[config.mk]
export PLATFORM = sky130hd
export DESIGN_NAME = change_dispenser
export DESIGN_NICKNAME = d
export VERILOG_FILES = /design/src/rtl/vending_pkg.sv /design/src/rtl/change_dispenser_coin_selector.sv /design/src/rtl/change_dispenser.sv
export SDC_FILE = /design/constraint.sdc
export NUM_CORES = 1
export LEC_CHECK = 0
export CAP_MARGIN = 20
export CORE_ASPECT_RATIO = 0.6
export CORE_MARGIN = 8
export CORE_UTILIZATION = 50
export CTS_CLUSTER_SIZE = 28
export DETAILED_ROUTE_END_ITERATION = 8
export GPL_TIMING_DRIVEN = 0
export PLACE_DENSITY = 0.74
export SLEW_MARGIN = 25
export SYNTH_ARGS = -nofsm -noshare
export SYNTH_HDL_FRONTEND = slang
export SYNTH_SLANG_ARGS = --single-unit
[constraint.sdc]
create_clock -name clk -period 9.1 [get_ports clk]
set_input_delay 1.365 -clock clk [delete_from_list [all_inputs] [get_ports clk]]
set_output_delay 1.365 -clock clk [all_outputs]
set_load 0.005 [all_outputs]
[src/rtl/vending_pkg.sv]
// Shared vending machine types: coin encodings, coin values and FSM states.
// Used by both the vending controller and the change dispenser.
package vending_pkg;

    localparam logic [1:0] COIN_NONE = 2'b00;
    localparam logic [1:0] COIN_2RS  = 2'b01;
    localparam logic [1:0] COIN_5RS  = 2'b10;
    localparam logic [1:0] COIN_10RS = 2'b11;

    localparam logic [7:0] VAL_2RS  = 8'd2;
    localparam logic [7:0] VAL_5RS  = 8'd5;
    localparam logic [7:0] VAL_10RS = 8'd10;

    typedef enum logic [1:0] {
        ST_IDLE,
        ST_SELECT,
        ST_EJECT,
        ST_DONE
    } state_t;

    function automatic logic [7:0] coin_value(input logic [1:0] code);
        logic [7:0] v;
        case (code)
            COIN_2RS:  v = VAL_2RS;
            COIN_5RS:  v = VAL_5RS;
            COIN_10RS: v = VAL_10RS;
            default:   v = 8'd0;
        endcase
        return v;
    endfunction

endpackage

[src/rtl/change_dispenser_coin_selector.sv]
// Largest-first coin choice; rejects coins leaving 1 or 3 rupees,
// since those remainders can never be paid with 2/5/10 coins.
module coin_selector
    import vending_pkg::*;
#(
    parameter int CNT_W = 8
) (
    input  logic [7:0]       remaining,
    input  logic [CNT_W-1:0] cnt_2,
    input  logic [CNT_W-1:0] cnt_5,
    input  logic [CNT_W-1:0] cnt_10,
    output logic             found,
    output logic [1:0]       coin
);

    function automatic logic fits(input logic [7:0] rem,
                                  input logic [7:0] val,
                                  input logic       avail);
        logic [7:0] left;
        left = rem - val;
        return avail && (val <= rem) && (left != 8'd1) && (left != 8'd3);
    endfunction

    logic fit_2;
    logic fit_5;
    logic fit_10;

    assign fit_2  = fits(remaining, VAL_2RS,  |cnt_2);
    assign fit_5  = fits(remaining, VAL_5RS,  |cnt_5);
    assign fit_10 = fits(remaining, VAL_10RS, |cnt_10);

    always_comb begin
        found = 1'b1;
        coin  = COIN_NONE;
        if (fit_10) begin
            coin = COIN_10RS;
        end else if (fit_5) begin
            coin = COIN_5RS;
        end else if (fit_2) begin
            coin = COIN_2RS;
        end else begin
            found = 1'b0;
        end
    end

endmodule

[src/rtl/change_dispenser.sv]
// Pays out change one coin at a time over a valid/ack hopper handshake,
// keeping saturating per-denomination inventory and a sticky jam flag.
module change_dispenser
    import vending_pkg::*;
#(
    parameter int CNT_W       = 8,
    parameter int INIT_CNT_2  = 20,
    parameter int INIT_CNT_5  = 20,
    parameter int INIT_CNT_10 = 20,
    parameter int ACK_TIMEOUT = 255
) (
    input  logic             clk,
    input  logic             reset,
    input  logic             change_valid,
    input  logic [7:0]       change_amount,
    output logic             change_ready,
    output logic             eject_valid,
    output logic [1:0]       eject_coin,
    input  logic             eject_ack,
    input  logic             refill_valid,
    input  logic [1:0]       refill_coin,
    input  logic [CNT_W-1:0] refill_qty,
    output logic             done,
    output logic [7:0]       shortfall,
    output logic             error,
    output logic             jam,
    output logic [CNT_W-1:0] cnt_2,
    output logic [CNT_W-1:0] cnt_5,
    output logic [CNT_W-1:0] cnt_10
);

    localparam int               TW       = $clog2(ACK_TIMEOUT + 1);
    localparam logic [TW-1:0]    TMO_LAST = TW'(ACK_TIMEOUT - 1);
    localparam logic [CNT_W-1:0] CNT_MAX  = '1;

    state_t           state;
    state_t           state_nx;
    logic [7:0]       remaining;
    logic [1:0]       coin_q;
    logic [TW-1:0]    tmo;
    logic             sel_found;
    logic [1:0]       sel_coin;
    logic             accept;
    logic             ack_take;
    logic             timeout;

    coin_selector #(
        .CNT_W (CNT_W)
    ) u_sel (
        .remaining (remaining),
        .cnt_2     (cnt_2),
        .cnt_5     (cnt_5),
        .cnt_10    (cnt_10),
        .found     (sel_found),
        .coin      (sel_coin)
    );

    assign accept   = change_valid && change_ready;
    assign ack_take = (state == ST_EJECT) && eject_ack;
    assign timeout  = (state == ST_EJECT) && !eject_ack && (tmo == TMO_LAST);

    always_ff @(posedge clk or posedge reset) begin
        if (reset) begin
            state <= ST_IDLE;
        end else begin
            state <= state_nx;
        end
    end

    always_comb begin
        state_nx     = state;
        change_ready = 1'b0;
        eject_valid  = 1'b0;
        done         = 1'b0;
        error        = 1'b0;
        unique case (state)
            ST_IDLE: begin
                change_ready = !jam;
                if (accept) state_nx = ST_SELECT;
            end
            ST_SELECT: begin
                state_nx = sel_found ? ST_EJECT : ST_DONE;
            end
            ST_EJECT: begin
                eject_valid = 1'b1;
                if (eject_ack) begin
                    state_nx = ST_SELECT;
                end else if (timeout) begin
                    state_nx = ST_DONE;
                end
            end
            ST_DONE: begin
                done     = 1'b1;
                error    = (shortfall != 8'd0) || jam;
                state_nx = ST_IDLE;
            end
            default: state_nx = ST_IDLE;
        endcase
    end

    assign eject_coin = coin_q;

    always_ff @(posedge clk or posedge reset) begin
        if (reset) begin
            remaining <= 8'd0;
            shortfall <= 8'd0;
            coin_q    <= COIN_NONE;
            tmo       <= '0;
            jam       <= 1'b0;
        end else begin
            unique case (state)
                ST_IDLE: begin
                    if (accept) begin
                        remaining <= change_amount;
                        shortfall <= 8'd0;
                    end
                end
                ST_SELECT: begin
                    if (sel_found) begin
                        coin_q <= sel_coin;
                        tmo    <= '0;
                    end else begin
                        shortfall <= remaining;
                    end
                end
                ST_EJECT: begin
                    if (eject_ack) begin
                        remaining <= remaining - coin_value(coin_q);
                        coin_q    <= COIN_NONE;
                    end else if (timeout) begin
                        jam       <= 1'b1;
                        shortfall <= remaining;
                        coin_q    <= COIN_NONE;
                    end else begin
                        tmo <= tmo + 1'b1;
                    end
                end
                default: ;
            endcase
        end
    end

    // Refill and eject on the same counter net out before saturation.
    function automatic logic [CNT_W-1:0] cnt_next(input logic [CNT_W-1:0] cnt,
                                                  input logic [1:0]       code);
        logic [CNT_W:0] s;
        logic [CNT_W:0] add;
        logic [CNT_W:0] dec;
        add = (refill_valid && refill_coin == code) ? {1'b0, refill_qty} : '0;
        dec = (ack_take && coin_q == code) ? (CNT_W+1)'(1) : '0;
        s   = {1'b0, cnt} + add - dec;
        return s[CNT_W] ? CNT_MAX : s[CNT_W-1:0];
    endfunction

    always_ff @(posedge clk or posedge reset) begin
        if (reset) begin
            cnt_2  <= CNT_W'(INIT_CNT_2);
            cnt_5  <= CNT_W'(INIT_CNT_5);
            cnt_10 <= CNT_W'(INIT_CNT_10);
        end else begin
            cnt_2  <= cnt_next(cnt_2,  COIN_2RS);
            cnt_5  <= cnt_next(cnt_5,  COIN_5RS);
            cnt_10 <= cnt_next(cnt_10, COIN_10RS);
        end
    end

endmodule

==> summary.md, run 1 <==
## Run status
* **status** finished clean

## Hold path
* **worst hold stages** 2
* **critical hold path startpoint** shortfall[4]$_DFFE_PP0P_
* **Hold Path Class** reg2reg
* **Worst Hold Path EP** shortfall[4]$_DFFE_PP0P_

## Clocking
* **Sink Count** 53
* **clock tree from TritonCTS** yes
* **Max Buffers Root-to-Sink** 2
* **count of cells resized by post-cts repair** 0
* **clock slew at reported path FFs** 80 ps
* **total number of H-tree levels** 2
* **cts-stage hold buffer count** 0
* **cts bufs inserted** 5
* **CTS Root Buffer Type** sky130_fd_sc_hd__clkbuf_16
* **clock latency at the later pin of the worst-skew pair** 300 ps
* **Post-CTS Repair Setup Buffers** 0

## Timing
* **PnR worst setup slack** 4150 ps
* **final setup violation count** 0
* **Post-Route Setup TNS** 0 ps
* **headroom to the max-slew limit** 53.4%
* **hold violation total from the final report** 0
* **f_max** 0.202 GHz
* **Slew Limit Fails** 0
* **actual slew at the worst max-slew pin** 697 ps
* **Clock Skews** 11.5 ps
* **RSZ-0062 raised after global routing** no
* **share of the clock period used by the worst path after layout** 54.4%
* **post-layout min period** 4950 ps

## Worst setup path
* **launching instance or port of the critical path** refill_valid
* **kind of start point of the critical path** primary input
* **kind of capture point of the worst setup path** flop
* **worst endpoint data arrival time** 5120 ps
* **endpoint of the most critical register-to-register path** cnt_10[0]$_DFF_PP0_
* **highest net fanout along the worst path** 8
* **Reg2Reg Depth** 15
* **kind of critical path** in2reg
* **required time reported for the critical path endpoint** 9260 ps
* **register-to-register setup slack** 5080 ps
* **startpoint of the lowest-slack register-to-register path** state[0]$_DFFE_PP0P_

## Detailed routing
* **Routed wire per std cell** 15.4 um
* **DR vias** 3754
* **count of TritonRoute iterations in the first routing pass** 7
* **Initial DRC Count** 227
* **number of remaining DRC errors** 0
* **per-cell via count in the routed design** 5.33
* **total wirelength of the detailed-routed design** 10900 um
* **remaining number of nets flagged by the antenna check after routing** 0

## Logic synthesis
* **area fraction in compound gates after synthesis** 14.7%
* **number of distinct standard cells referenced by the synthesized netlist** 57
* **synthesis warning total** 0
* **cell count after synthesis** 522
* **Post-Synth Simple-Gate Area** 17.9%
* **average cell area after synthesis** 8.36 um2
* **Seq/Total Area, Yosys** 30.6%
* **post-synthesis instance area** 4360 um2
* **Main synth FF type** sky130_fd_sc_hd__dfrtp_1
* **number of nets in the synthesized netlist** 611
* **mux cell area share after synthesis** 3.44%
* **Synth Area in Adders** 19.6%
* **FF+latch count, synth** 53
* **main combinational cell family by area after synthesis** adder cells
* **area share of xor/xnor cells in the synthesized design** 4.42%
* **fraction of registers with async set/reset** 100%
* **Post-synth EDFFs** 0

## Die
* **standard cell core area** 8490 um2
* **Die Width** 137 um
* **starting utilization of the core area** 51.4%
* **I/O pin cnt** 62
* **Row Count** 26
* **Die Outline Area** 12100 um2
* **Die Y-Extent** 88.4 um

## Global routing
* **wire length of the first global-routing pass** 18400 um
* **antenna violations before repair** 0
* **total track usage** 18.8%
* **total grt overflow** 0
* **number of global-route vias before repair** 3768
* **largest net degree at the start of global routing** 51

## Power and ir drop
* **VDD IR-drop max** 0.165 mV
* **power density normalized to cell area** 362 nW/um2
* **leakage dissipation** 2.65 nW

## Final layout
* **diodes inserted** 0
* **share of layout cells above drive strength 1** 4.56%
* **number of nets in the layout** 680
* **area of all sequential standard cells** 1330 um2
* **multi-input combinational cell area** 2620 um2
* **Synth-to-Final Area Change** 21.4%
* **FILL cells** 732

## Placement
* **routability-driven placement congestion ratio** 0.874
* **buffers added on ports** 61
* **worst setup slack after placement** 3930 ps
* **Final HPWL DP** 8570 um

## Run
* **Max-cap violations** 0

[worst max-delay path: stages]
cell                              delay (ps)
sky130_fd_sc_hd__clkdlybuf4s50_1         500
sky130_fd_sc_hd__nand2_1                  60
sky130_fd_sc_hd__nor2_1                  490
sky130_fd_sc_hd__nand2_1                 120
sky130_fd_sc_hd__ha_1                    290
sky130_fd_sc_hd__inv_1                    40
sky130_fd_sc_hd__ha_1                    200
sky130_fd_sc_hd__fa_1                    410
sky130_fd_sc_hd__a21o_1                  190
sky130_fd_sc_hd__a21oi_1                 240
sky130_fd_sc_hd__o21ai_0                 180
sky130_fd_sc_hd__o41ai_1                 320
sky130_fd_sc_hd__xor2_1                  610
sky130_fd_sc_hd__nand2_1                 100
[layer usage]
metal  part of all wire, %  track usage, %  up-vias
met5                     0               0        -
met4                  0.82            3.77        0
met3                   6.6            3.80        9
met2                    43            29.0       92
met1                    50            26.7     1771
li1                      -               -     1882
[Yosys cell counts, drive strengths merged (5+ instances only)]
| library cell | number | share of area, % |
|---|---|---|
| dfstp | 6 | 3.6 |
| o41ai | 6 | 1.2 |
| mux2i | 15 | 3.4 |
| nor4 | 5 | 0.72 |
| ha | 62 | 18 |
| nor2 | 34 | 2.9 |
| nand2b | 11 | 1.6 |
| dfrtp | 47 | 27 |
| o21bai | 5 | 0.86 |
| nor3 | 11 | 1.5 |
| xnor2 | 6 | 1.2 |
| xor2 | 16 | 3.2 |
| a21o | 8 | 1.4 |
| inv | 93 | 8.0 |
| nand3 | 5 | 0.57 |
| o21ai | 19 | 2.2 |
| nand2 | 85 | 7.3 |
| o22a | 9 | 1.8 |
| clkbuf | 8 | 0.69 |
| a21oi | 19 | 2.4 |
[logic make-up after synthesis]
| family | Yosys count |
|---|---|
| adders and majority gates | 66 |
| DFF | 53 |
| xor gates and xnor gates | 22 |
| AOI/OAI and AO/OA | 89 |
| buffers and inverters | 105 |
| and+or+nand+nor | 172 |
| muxes | 15 |
[cell type report]
type | instances | area share [%]
Multi-Input combinational cell | 364 | 49.5
Clock inverter | 2 | 0.260
Buffer | 12 | 1.09
Timing Repair Buffer | 62 | 12.0
Sequential cell | 53 | 25.2
Tap cell | 112 | 2.65
Clock buffer | 6 | 2.62
Inverter | 93 | 6.64
[per-stage QoR]
| stage | power (mW) | util, % | instance area (um2) | instances | hold slack (ps) |
|---|---|---|---|---|---|
| floorplan | 1.32 | - | 4360 | 522 | 496 |
| global placement | 1.66 | 60.2 | 5110 | 695 | 526 |
| detailed placement | 1.70 | 60.6 | 5140 | 696 | 530 |
| CTS | 1.92 | 62.4 | 5300 | 704 | 546 |
| global route | 2.12 | 62.4 | 5300 | 704 | 575 |
| finish | 1.92 | 62.4 | 5300 | 704 | 541 |
[flip-flops by register name, indices dropped and copies added, names as in the netlist, 2 cells and up]
signal      cells
shortfall       8
cnt_10          8
state           2
cnt_2           8
eject_coin      2
remaining       8
tmo             8
cnt_5           8
[worst max path at each step]
stage / slack (ps) / cells after the start / to
global route: 3870 / 14 / cnt_5[3]$_DFF_PP0_
global placement: 3920 / 14 / cnt_5[3]$_DFF_PP0_
detailed placement: 3930 / 14 / cnt_5[3]$_DFF_PP0_
CTS: 4240 / 14 / cnt_5[3]$_DFF_PP0_
finish: 4150 / 14 / cnt_5[3]$_DFF_PP0_
floorplan: 5000 / 13 / cnt_2[0]$_DFF_PP0_
[cells in the final DEF (no fill, tap or decap), drive strengths merged, types with 8 or more instances in the layout]
master / Yosys / final
nor3: 11 / 11
dfrtp: 47 / 47
ha: 62 / 62
xor2: 16 / 16
nand2: 85 / 85
o21ai: 19 / 19
nor2: 34 / 34
nand2b: 11 / 11
mux2i: 15 / 15
o22a: 9 / 9
inv: 93 / 93
clkdlybuf4s50: 0 / 61
a21o: 8 / 8
a21oi: 19 / 19
clkbuf: 8 / 14
[power breakdown]
part / internal, mW / switching, mW
Combinational: 0.570 / 0.691
Clock: 0.110 / 0.0931
Sequential: 0.348 / 0.104
Power figures use the tool's default switching activity.
==> run 2: changes to the inputs <==
--- a/config.mk
+++ b/config.mk
@@ -12,7 +12,7 @@
 export CTS_CLUSTER_SIZE = 28
 export DETAILED_ROUTE_END_ITERATION = 8
 export GPL_TIMING_DRIVEN = 0
-export PLACE_DENSITY = 0.74
+export PLACE_DENSITY = 0.77
 export SLEW_MARGIN = 25
 export SYNTH_ARGS = -nofsm -noshare
 export SYNTH_HDL_FRONTEND = slang
==> constraint.sdc (replaced) <==
create_clock -name clk -period 4.3 [get_ports clk]
set_input_delay 0.645 -clock clk [delete_from_list [all_inputs] [get_ports clk]]
set_output_delay 0.645 -clock clk [all_outputs]
set_load 0.005 [all_outputs]
==> run 2 against run 1 <==
Effect of this change: total power increased by 120%; cell count unchanged; sequential power increased by 110%.
==> summary.md, run 2 (synthesis results as in run 1) <==
## Run status
* **status** finished clean

## Worst setup path
* **kind of capture point of the worst setup path** flop
* **CP max stage cell** sky130_fd_sc_hd__clkdlybuf4s50_1
* **worst endpoint data arrival time** 4100 ps
* **CP bufs+invs** 3
* **required time reported for the critical path endpoint** 4470 ps
* **kind of critical path** in2reg
* **highest net fanout along the worst path** 8
* **cells along the critical path** clkdlybuf4s50_1 -> and3_1 -> clkbuf_1 -> nand2_1 -> ha_1 -> inv_1 -> ha_1 -> fa_1 -> a21o_1 -> a21oi_1 -> o21ai_0 -> o41ai_1 -> xor2_2 -> nand2_1
* **register-to-register setup slack** 550 ps
* **delay contributed by the slowest stage of the critical path** 500 ps
* **kind of start point of the critical path** primary input
* **family with the most delay on the worst path** compound AO/OA/AOI/OAI gates

## Timing
* **post-layout min period** 3940 ps
* **hold violation total from the final report** 0
* **PnR worst setup slack** 362 ps
* **f_max** 0.254 GHz
* **Slew Limit Fails** 0
* **RSZ-0062 raised after global routing** no
* **actual slew at the worst max-slew pin** 647 ps
* **share of the clock period used by the worst path after layout** 91.6%
* **headroom to the max-slew limit** 56.9%
* **Post-Route Setup TNS** 0 ps
* **Clock Skews** 5.25 ps
* **final setup violation count** 0

## Final layout
* **share of layout cells above drive strength 1** 5.41%
* **most common cell after layout, fill and taps aside** sky130_fd_sc_hd__inv_1
* **diodes inserted** 0
* **end-of-flow core utilization** 63.2%
* **number of nets in the layout** 680
* **Synth-to-Final Area Change** 22.9%
* **leading cell types in the layout, fill and taps excluded** 92 x sky130_fd_sc_hd__inv_1, 85 x sky130_fd_sc_hd__nand2_1, 62 x sky130_fd_sc_hd__ha_1
* **area of all sequential standard cells** 1330 um2
* **FILL cells** 718
* **multi-input combinational cell area** 2650 um2

## Clocking
* **Max Buffers Root-to-Sink** 2
* **total number of H-tree levels** 2
* **CTS Root Buffer Type** sky130_fd_sc_hd__clkbuf_16
* **clock latency at the later pin of the worst-skew pair** 300 ps
* **clock tree from TritonCTS** yes
* **cts bufs inserted** 5
* **Sink Count** 53
* **clock slew at reported path FFs** 70 ps

## Die
* **I/O pin cnt** 62
* **starting utilization of the core area** 51.4%
* **standard cell core area** 8490 um2
* **Row Count** 26
* **Die Y-Extent** 88.4 um
* **Die Width** 137 um
* **Die Outline Area** 12100 um2

## Run
* **Max-cap violations** 0

## Global routing
* **number of global-route vias before repair** 3877
* **antenna violations before repair** 0
* **largest net degree at the start of global routing** 47
* **total track usage** 19.2%
* **wire length of the first global-routing pass** 18800 um
* **total grt overflow** 0

## Power and ir drop
* **VDD IR-drop max** 0.367 mV
* **leakage dissipation** 2.68 nW
* **power density normalized to cell area** 787 nW/um2

## Detailed routing
* **DR vias** 3762
* **total wirelength of the detailed-routed design** 11000 um
* **per-cell via count in the routed design** 5.34
* **remaining number of nets flagged by the antenna check after routing** 0
* **Initial DRC Count** 258
* **number of remaining DRC errors** 0
* **count of TritonRoute iterations in the first routing pass** 5
* **Routed wire per std cell** 15.6 um

## Hold path
* **Hold Path Class** reg2reg

## Placement
* **Final HPWL DP** 8830 um
* **buffers added on ports** 61
* **worst setup slack after placement** -223 ps
* **routability-driven placement congestion ratio** 0.866

[run 2: power breakdown]
group	total (mW)	internal (mW)	switching [mW]
Combinational	2.73	1.24	1.49
Sequential	0.957	0.737	0.220
Clock	0.527	0.333	0.194
Total	4.22	2.31	1.91
[run 2: layer usage]
layer / track usage (%) / vias to the layer above / wire (um)
li1: - / 1871 / -
met1: 25.9 / 1795 / 5360
met2: 31.1 / 88 / 4950
met3: 4.14 / 8 / 627
met4: 3.67 / 0 / 73
met5: 0 / - / 0
[run 2: timing repair]
item,4_1_cts,5_1_grt
buffers inserted,0,1
resized for setup,0,4
hold endpoints to repair,0,0
hold buffers,0,0
setup endpoints to repair,0,24
[run 2: per-stage QoR]
step                      cells  total power, mW  cell area (um2)  hold slack [ps]
after floorplan             522             2.79             4360              496
after global placement      695             3.49             5110              521
after detailed placement    696             3.63             5140              535
after CTS                   704             4.18             5340              551
after global routing        704             4.65             5360              571
final                       704             4.22             5360              550
[run 2: final cells by class]
cell class / instances / share of cell area [%]
buffer: 11 / 1.00
multi-input combinational: 364 / 49.4
tap: 112 / 2.61
clock buffer: 5 / 2.33
timing repair buffer: 63 / 12.0
clock inverter: 3 / 1.21
inverter: 93 / 6.55
sequential: 53 / 24.9
[run 2: worst register-to-register path, delay by kind of cell (launching register included)]
kind / cells / cell delay, ps
DFF: 1 / 430
adders and majority gates: 4 / 1170
xor gates and xnor gates: 1 / 380
and+or+nand+nor: 3 / 450
buffers and inverters: 2 / 180
AOI/OAI and AO/OA: 4 / 1010
[run 2: final timing paths]
path                                               start                       end  depth (start not counted)
worst max-delay path                      refill_coin[0]       cnt_10[6]$_DFF_PP0_                         14
worst min-delay path            shortfall[1]$_DFFE_PP0P_  shortfall[1]$_DFFE_PP0P_                          2
worst max register to register      state[0]$_DFFE_PP0P_       cnt_10[6]$_DFF_PP0_                         14
worst min register to register  shortfall[1]$_DFFE_PP0P_  shortfall[1]$_DFFE_PP0P_                          2
max in group asynchronous                          reset       cnt_10[4]$_DFF_PP1_                          3
min in group asynchronous                          reset        cnt_5[7]$_DFF_PP0_                          2
==> run 3: changes to the inputs <==
--- a/config.mk
+++ b/config.mk
@@ -13,7 +13,7 @@
 export DETAILED_ROUTE_END_ITERATION = 8
 export GPL_TIMING_DRIVEN = 0
 export PLACE_DENSITY = 0.77
-export SLEW_MARGIN = 25
+export SETUP_SLACK_MARGIN = 0.5
 export SYNTH_ARGS = -nofsm -noshare
 export SYNTH_HDL_FRONTEND = slang
 export SYNTH_SLANG_ARGS = --single-unit
==> run 3 against run 2 <==
Effect of this change: critical path depth grew 1; routed wire length up 1.0%; sequential power about the same; utilization fell by 0.10 points; register-to-register slack improved by 200 ps; largest power group unchanged.
==> summary.md, run 3 (synthesis results as in run 1) <==
## Run status
* **status** finished clean

## Detailed routing
* **total wirelength of the detailed-routed design** 11100 um
* **remaining number of nets flagged by the antenna check after routing** 0
* **count of TritonRoute iterations in the first routing pass** 7
* **Routed wire per std cell** 15.7 um
* **Initial DRC Count** 283
* **number of remaining DRC errors** 0
* **per-cell via count in the routed design** 5.42
* **DR vias** 3837

## Clocking
* **total number of H-tree levels** 2
* **clock slew at reported path FFs** 70 ps
* **clock latency at the later pin of the worst-skew pair** 300 ps
* **clock tree from TritonCTS** yes
* **CTS Root Buffer Type** sky130_fd_sc_hd__clkbuf_16
* **cts-stage hold buffer count** 0
* **Sink Count** 53
* **Max Buffers Root-to-Sink** 2
* **cts bufs inserted** 5

## Timing
* **hold violation total from the final report** 0
* **final setup violation count** 0
* **actual slew at the worst max-slew pin** 666 ps
* **Slew Limit Fails** 0
* **Clock Skews** 9.32 ps
* **RSZ-0062 raised after global routing** yes
* **share of the clock period used by the worst path after layout** 85.2%
* **worst slack on hold paths** 548 ps
* **headroom to the max-slew limit** 55.6%
* **f_max** 0.273 GHz
* **post-layout min period** 3660 ps

## Global routing
* **number of global-route vias before repair** 3901
* **largest net degree at the start of global routing** 30
* **total grt overflow** 0
* **total track usage** 19.4%
* **wire length of the first global-routing pass** 18900 um
* **antenna violations before repair** 0

## Worst setup path
* **required time reported for the critical path endpoint** 4480 ps
* **endpoint of the most critical register-to-register path** cnt_5[0]$_DFF_PP0_
* **register-to-register setup slack** 750 ps
* **startpoint of the lowest-slack register-to-register path** state[0]$_DFFE_PP0P_
* **worst endpoint data arrival time** 3850 ps
* **highest net fanout along the worst path** 8
* **kind of start point of the critical path** primary input
* **launching instance or port of the critical path** refill_coin[0]
* **Reg2Reg Depth** 16
* **kind of capture point of the worst setup path** flop
* **kind of critical path** in2reg

## Die
* **Die Width** 137 um
* **standard cell core area** 8490 um2
* **I/O pin cnt** 62
* **starting utilization of the core area** 51.4%
* **Die Outline Area** 12100 um2
* **Die Y-Extent** 88.4 um
* **Row Count** 26

## Power and ir drop
* **Reg power frac** 22.9%
* **internal power component** 2.25 mW
* **part of the total power dissipated in combinational logic** 67.5%
* **leakage dissipation** 2.68 nW
* **switching part of the total** 46.3%
* **clock share of power** 9.6%
* **VDD IR-drop max** 0.346 mV
* **Switch Pwr** 1.93 mW
* **power density normalized to cell area** 780 nW/um2

## Run
* **Max-cap violations** 0

## Placement
* **Area after DPL** 5130 um2
* **Final HPWL DP** 8920 um
* **routability-driven placement congestion ratio** 0.866
* **buffers added on ports** 61

## Final layout
* **fin area** 5360 um2
* **leading cell types in the layout, fill and taps excluded** 92 x sky130_fd_sc_hd__inv_1, 84 x sky130_fd_sc_hd__nand2_1, 62 x sky130_fd_sc_hd__ha_1
* **Synth-to-Final Area Change** 22.7%
* **share of layout cells above drive strength 1** 6.88%
* **diodes inserted** 0
* **number of nets in the layout** 684
* **FILL cells** 718
* **most common cell after layout, fill and taps aside** sky130_fd_sc_hd__inv_1

## Hold path
* **critical hold path startpoint** shortfall[5]$_DFFE_PP0P_
* **Worst Hold Path EP** shortfall[5]$_DFFE_PP0P_
* **Hold Path Class** reg2reg
* **worst hold stages** 2

-- run 3: cell types whose count changed in the layout (fill, tap and decap cells not counted), moves of 2 or more --
cell	change
sky130_fd_sc_hd__xor2_1	+2
sky130_fd_sc_hd__a21oi_1	-2
sky130_fd_sc_hd__o41ai_2	+2
sky130_fd_sc_hd__o41ai_1	-2
sky130_fd_sc_hd__o21ai_1	+2
sky130_fd_sc_hd__o21ai_0	-2
sky130_fd_sc_hd__buf_4	+3
sky130_fd_sc_hd__xor2_2	-2
sky130_fd_sc_hd__clkbuf_2	+2
sky130_fd_sc_hd__a21oi_2	+2
sky130_fd_sc_hd__bufinv_16	-2
-- run 3: timing repair --
item | CTS | global route
gates resized for setup | 2 | 16
setup endpoints to repair | 24 | 24
buffers inserted | 3 | 1
pin swaps | 3 | 2
-- run 3: through the flow --
step / util (%) / cells / worst slack, ps / total power, mW / TNS [ps]
floorplan: - / 522 / 916 / 2.79 / 0
detailed placement: 60.5 / 696 / -206 / 3.62 / -1600
CTS: 62.4 / 707 / 499 / 4.12 / 0
global route: 63.1 / 708 / 449 / 4.59 / 0
global placement: 60.2 / 695 / -149 / 3.49 / -1050
finish: 63.1 / 708 / 635 / 4.18 / 0
-- run 3: cell type report --
type | instances | area (um2) | area share, %
buffer | 12 | 63.8 | 1.19
clock buffer | 6 | 129 | 2.41
clock inverter | 2 | 10.0 | 0.187
inverter | 93 | 349 | 6.52
multi-input combinational | 364 | 2670 | 49.8
sequential | 53 | 1330 | 24.9
tap | 112 | 140 | 2.62
timing repair buffer | 66 | 661 | 12.3
-- run 3: how the worst max path moves through the flow --
stage                         endpoint  slack (ps)  cells after the start
global placement    cnt_5[5]$_DFF_PP0_        -150                     14
finish              cnt_2[0]$_DFF_PP0_         640                     15
CTS                 cnt_5[0]$_DFF_PP0_         500                     15
floorplan           cnt_2[0]$_DFF_PP0_         920                     13
global route        cnt_2[0]$_DFF_PP0_         450                     15
detailed placement  cnt_5[5]$_DFF_PP0_        -210                     14
-- run 3: worst max-delay path, cell delays in order --
cell                              delay (ps)
sky130_fd_sc_hd__clkdlybuf4s50_1         540
sky130_fd_sc_hd__and3b_1                 180
sky130_fd_sc_hd__clkbuf_4                180
sky130_fd_sc_hd__nand2_1                  70
sky130_fd_sc_hd__ha_1                    280
sky130_fd_sc_hd__inv_1                    50
sky130_fd_sc_hd__ha_1                    200
sky130_fd_sc_hd__fa_1                    410
sky130_fd_sc_hd__a21o_1                  190
sky130_fd_sc_hd__a21oi_2                 180
sky130_fd_sc_hd__o21ai_1                 130
sky130_fd_sc_hd__o41ai_2                 360
sky130_fd_sc_hd__xor2_1                  170
sky130_fd_sc_hd__buf_4                   170
sky130_fd_sc_hd__nand2b_1                 70
-- run 3: power groups by stage --
stage | clock network, mW | logic, mW | registers, mW
after CTS | 0.410 | 2.75 | 0.954
after floorplan | 0 | 1.88 | 0.911
final | 0.402 | 2.82 | 0.958
after global routing | 0.429 | 3.17 | 0.990
after detailed placement | 0 | 2.66 | 0.961
after global placement | 0 | 2.54 | 0.950
-- run 3: per-layer routing --
metal / GRT usage (%) / vias up / part of all wire (%)
li1: - / 1882 / -
met1: 26.2 / 1844 / 48
met2: 31.4 / 103 / 46
met3: 3.91 / 8 / 5.3
met4: 3.96 / 0 / 0.64
met5: 0 / - / 0
